$ cat src/rtl/regbank_arbiter.sv
// Round-robin arbiter and micro-op sequencer for two clients sharing an 8-entry register bank.
// The bank has no write enable, so an idle bank is parked on a self-refresh of PARK_ADDR.
module regbank_arbiter #(
    parameter int          DATA_W    = 8,
    parameter logic [2:0]  PARK_ADDR = 3'd0
) (
    input  logic              CLK,
    input  logic              RESET,
    input  logic              reqA,
    input  logic              reqB,
    input  logic [1:0]        opA,
    input  logic [1:0]        opB,
    input  logic [2:0]        srcA,
    input  logic [2:0]        srcB,
    input  logic [2:0]        dstA,
    input  logic [2:0]        dstB,
    input  logic [DATA_W-1:0] wdataA,
    input  logic [DATA_W-1:0] wdataB,
    output logic              doneA,
    output logic              doneB,
    output logic [DATA_W-1:0] rdataA,
    output logic [DATA_W-1:0] rdataB,
    output logic              busy,
    output logic [2:0]        bank_en_in,
    output logic [2:0]        bank_en_out,
    output logic [DATA_W-1:0] bank_in,
    input  logic [DATA_W-1:0] bank_out
);

    typedef enum logic [1:0] {IDLE, EX1, EX2, EX3} state_t;

    localparam logic [1:0] OP_READ  = 2'b00;
    localparam logic [1:0] OP_WRITE = 2'b01;
    localparam logic [1:0] OP_MOVE  = 2'b10;
    localparam logic [1:0] OP_SWAP  = 2'b11;

    state_t              state_reg, state_next;
    logic [1:0]          op_reg;
    logic [2:0]          src_reg, dst_reg;
    logic [DATA_W-1:0]   wdata_reg, tmp_reg;
    logic                owner_reg;        // 0 = A, 1 = B
    logic                last_reg;         // client served most recently
    logic                done_a_reg, done_b_reg;
    logic [DATA_W-1:0]   rdata_a_reg, rdata_b_reg;

    logic                elig_a, elig_b, grant_valid, grant_b;
    logic                finish, load_rdata;
    logic [DATA_W-1:0]   rdata_val;

    // A client is masked during its own done cycle so a held req is not re-granted.
    assign elig_a      = reqA & ~done_a_reg;
    assign elig_b      = reqB & ~done_b_reg;
    assign grant_valid = elig_a | elig_b;
    assign grant_b     = elig_b & (~elig_a | ~last_reg);

    always_comb begin
        state_next  = state_reg;
        bank_en_in  = PARK_ADDR;
        bank_en_out = PARK_ADDR;
        bank_in     = bank_out;
        finish      = 1'b0;
        load_rdata  = 1'b0;
        rdata_val   = bank_out;
        case (state_reg)
            IDLE: begin
                if (grant_valid) state_next = EX1;
            end
            EX1: begin
                case (op_reg)
                    OP_READ: begin
                        bank_en_out = src_reg;
                        bank_en_in  = src_reg;
                        finish      = 1'b1;
                        load_rdata  = 1'b1;
                    end
                    OP_WRITE: begin
                        bank_en_out = dst_reg;
                        bank_en_in  = dst_reg;
                        bank_in     = wdata_reg;
                        finish      = 1'b1;
                    end
                    OP_MOVE: begin
                        bank_en_out = src_reg;
                        bank_en_in  = dst_reg;
                        finish      = 1'b1;
                    end
                    OP_SWAP: begin
                        bank_en_out = src_reg;
                        bank_en_in  = src_reg;
                        state_next  = EX2;
                    end
                endcase
            end
            EX2: begin
                bank_en_out = dst_reg;
                bank_en_in  = src_reg;
                state_next  = EX3;
            end
            EX3: begin
                bank_en_out = dst_reg;
                bank_en_in  = dst_reg;
                bank_in     = tmp_reg;
                finish      = 1'b1;
                load_rdata  = 1'b1;
                rdata_val   = tmp_reg;
            end
            default: state_next = IDLE;
        endcase
        if (finish) state_next = IDLE;
    end

    always_ff @(posedge CLK or posedge RESET) begin
        if (RESET) begin
            state_reg   <= IDLE;
            op_reg      <= OP_READ;
            src_reg     <= '0;
            dst_reg     <= '0;
            wdata_reg   <= '0;
            tmp_reg     <= '0;
            owner_reg   <= 1'b0;
            last_reg    <= 1'b1;
            done_a_reg  <= 1'b0;
            done_b_reg  <= 1'b0;
            rdata_a_reg <= '0;
            rdata_b_reg <= '0;
        end else begin
            state_reg  <= state_next;
            done_a_reg <= finish & ~owner_reg;
            done_b_reg <= finish & owner_reg;
            if (load_rdata) begin
                if (owner_reg) rdata_b_reg <= rdata_val;
                else           rdata_a_reg <= rdata_val;
            end
            if (state_reg == EX1 && op_reg == OP_SWAP) tmp_reg <= bank_out;
            if (state_reg == IDLE && grant_valid) begin
                op_reg    <= grant_b ? opB    : opA;
                src_reg   <= grant_b ? srcB   : srcA;
                dst_reg   <= grant_b ? dstB   : dstA;
                wdata_reg <= grant_b ? wdataB : wdataA;
                owner_reg <= grant_b;
                last_reg  <= grant_b;
            end
        end
    end

    assign doneA  = done_a_reg;
    assign doneB  = done_b_reg;
    assign rdataA = rdata_a_reg;
    assign rdataB = rdata_b_reg;
    assign busy   = (state_reg != IDLE);

endmodule

$ cat config.mk
export PLATFORM = sky130hd
export DESIGN_NAME = regbank_arbiter
export DESIGN_NICKNAME = d
export VERILOG_FILES = /design/src/rtl/regbank_arbiter.sv
export SDC_FILE = /design/constraint.sdc
export NUM_CORES = 1
export LEC_CHECK = 0
export ABC_CLOCK_PERIOD_IN_PS = 1760
export CAP_MARGIN = 10
export CORE_ASPECT_RATIO = 0.8
export CORE_MARGIN = 2
export CORE_UTILIZATION = 42
export CTS_CLUSTER_DIAMETER = 100
export DETAILED_ROUTE_END_ITERATION = 6
export MAX_ROUTING_LAYER = met4
export PLACE_DENSITY = 0.77
export SLEW_MARGIN = 5
export SYNTH_ARGS = -nofsm -noshare
export SYNTH_HDL_FRONTEND = slang
export SYNTH_SLANG_ARGS = --single-unit
export TNS_END_PERCENT = 100
$ cat constraint.sdc
create_clock -name CLK -period 1.76 [get_ports CLK]
set_input_delay 0.352 -clock CLK [delete_from_list [all_inputs] [get_ports CLK]]
set_output_delay 0.352 -clock CLK [all_outputs]
set_load 0.05 [all_outputs]
==> summary.md <==
| Metric | Value |
|---|---|
| Clock slew at reported path FFs | `0.09 ns` |
| Status | `finished, violations left` |
| Die Height | `71.1 um` |
| Slew Limit Fails | `0` |
| First-pass GRT wire length | `9380 um` |
| Rows | `24` |
| R2R cell count | `9` |
| Min-delay worst type | `primary input to asynchronous set/reset pin` |
| Worst Skew | `0.0120 ns` |
| Post-detail-place hpwl | `4320 um` |
| DRT antenna net count | `0` |
| CTS buffer count | `5` |
| Worst-margin pin slew | `0.383 ns` |
| Pre-CTS setup slack | `-0.177 ns` |
| Reg2Reg Setup Slack | `-0.03 ns` |
| Synth Warn # | `0` |
| Buffers on Ports | `76` |
| WP data required | `1.41 ns` |
| Worst-skew pair later-pin latency | `0.30 ns` |
| Routed wire per std cell | `14.1 um` |
| Critical path arrival | `1.94 ns` |
| Vias in the first global route | `1,979` |
| Fmax | `437 MHz` |
| Die area | `6240 um2` |
| Cts hold-fix bufs | `0` |
| N_diodes | `0` |
| Metal-1 WL | `2720 um` |
| CTS tree | `done` |
| CP Class | `flip-flop to primary output` |
| WHS | `0.395 ns` |
| Max-capacitance violation count | `0` |
| Total grt overflow | `0` |
| Routed wl met3 | `299 um` |
| CTS Buffer Depth | `2` |
| Initial Util | `43.4%` |
| R2r endpoint | `state_reg[0]$_DFFE_PP0P_` |
| CP Launch Point | `state_reg[1]$_DFFE_PP0P_` |
| Initial antenna violation count | `0` |
| Count of cell types in the netlist | `32` |
| Mapped Area | `2360 um2` |
| Fill cells | `401` |
| Gr usage total | `20.6%` |
| Largest net degree at the start of global routing | `47` |
| Met2 wire length | `2850 um` |
| Syn avg cell area | `9.60 um2` |
| CP startpoint kind | `flip-flop` |
| Drt via density | `4.93` |
| Core area | `5440 um2` |
| Seq/Total Area, Yosys | `48.8%` |
| Nets@finish | `399` |
| Reg2reg start | `state_reg[0]$_DFFE_PP0P_` |
| Unrepaired setup endpoints after global routing | `true` |
| Most frequent cells in the layout | `44 x dfrtp_1, 43 x nand2_1, 43 x clkdlybuf4s50_1` |
| Synthesized Nets | `298` |
| Post-synthesis cell count | `246` |
| Final hold violations | `0` |
| Fraction of layout cells with a size suffix above 1 | `35.1%` |
| Synthesized flop and latch total | `46` |
| Residual DRC | `0` |
| Setup slack after layout | `-0.531 ns` |
| Ports | `77` |
| Final setup vio count | `16` |
| Tmin final | `2.29 ns` |
| Htree depth | `2` |
| Maximum fanout along the worst path | `8` |
| Global placer's final weighted congestion | `0.845` |
| Leading cell type in the layout, fill and taps excluded | `dfrtp_1` |
| CP Capture Type | `primary output` |
| Area grow syn2layout | `60.3%` |
| Final period util | `130%` |
| DRT Pass-1 Iters | `5` |
| Register area | `1150 um2` |
| WL final | `6030 um` |
| Max layer used | `met4` |
| Via Count | `2,101` |
| Die X | `87.8 um` |
| Setup TNS | `-6.59 ns` |
| DR iter-0 viols | `107` |
| CTS Root Cell | `clkbuf_8` |
| Relative slew slack | `74.5%` |
| Multi-input gate area | `1200 um2` |
| Failing checks | `negative setup slack` |
| Clk sink count | `46` |
critical path: stages (launching register included):
cell and delay, ns:
dfrtp_1 0.42, inv_2 0.08, ha_4 0.18, and2b_1 0.18, o21bai_4 0.21, a222oi_1 0.35, inv_2 0.07, buf_8 0.16
synthesized netlist by cell type:
library cell / n / area, um2
dfrtp_1: 45 / 1130
nand2_1: 44 / 165
nor2_1: 31 / 116
inv_1: 17 / 63.8
a31oi_1: 16 / 100
a21oi_1: 10 / 50.1
mux2i_1: 10 / 100
a222oi_1: 8 / 80.1
buf_2: 8 / 40.0
ha_1: 8 / 100
mux2_2: 8 / 90.1
o21ai_0: 6 / 30.0
nand2b_1: 4 / 25.0
a22oi_1: 3 / 22.5
a22oi_2: 3 / 37.5
clkbuf_1: 3 / 11.3
a21o_1: 2 / 15.0
a22o_1: 2 / 17.5
and2_1: 2 / 12.5
buf_6: 2 / 22.5
nor2b_1: 2 / 12.5
o21ai_1: 2 / 10.0
a221o_1: 1 / 10.0
and2b_1: 1 / 7.51
buf_1: 1 / 3.75
dfstp_2: 1 / 26.3
nand3b_1: 1 / 7.51
nor2_2: 1 / 6.26
nor2b_4: 1 / 13.8
o21a_1: 1 / 7.51
o21bai_4: 1 / 18.8
or3_4: 1 / 11.3
per-stage QoR:
stage | cell area (um2) | cells | util [%]
2_1_floorplan | 2420 | 246 | -
3_3_place_gp | 3470 | 411 | 63.8
3_5_place_dp | 3470 | 411 | 63.8
4_1_cts | 3720 | 423 | 68.4
5_1_grt | 3780 | 426 | 69.6
6_report | 3780 | 426 | 69.6
what timing repair did:
action	4_1_cts	5_1_grt
endpoints found under the setup margin	15	25
pin swaps	13	12
gates cloned	0	0
setup buffers	5	4
hold endpoints to repair	0	0
gates resized for setup	29	10
per-layer routing:
layer / GRT usage [%] / up-vias
li1: - / 1042
met1: 27.3 / 974
met2: 29.9 / 72
met3: 4.90 / 13
met4: 9.57 / 0
met5: - / -
worst max path at each step:
stage | to | slack [ns] | cells after the start
final | bank_in[4] | -0.53 | 7
after floorplan | bank_in[7] | -0.22 | 6
after global placement | bank_in[4] | -0.13 | 7
after detailed placement | bank_in[4] | -0.18 | 7
after global routing | bank_in[0] | -0.61 | 7
after CTS | bank_in[7] | -0.47 | 7
final cells by class:
type	instances	area share [%]
repair buffers	108	30.5
multi-input cells	169	31.7
inverters	17	1.88
well taps	78	2.58
clock buffers	5	1.82
clock inverters	3	1.06
flip-flops and latches	46	30.5
kinds of logic (layout without fill, tap and decap cells):
| family | Yosys count | in the layout | share of synthesized area, % |
|---|---|---|---|
| AND/OR/NAND/NOR | 88 | 88 | 16.0 |
| AO/OA/AOI/OAI | 55 | 55 | 16.9 |
| flip-flops | 46 | 46 | 48.8 |
| buffers and inverters | 31 | 133 | 5.99 |
| multiplexers | 18 | 18 | 8.06 |
| adder cells (fa/ha/maj) | 8 | 8 | 4.24 |
Power is not shown: default switching activity piles up to over one toggle a cycle in this logic, so the estimate is an artifact.
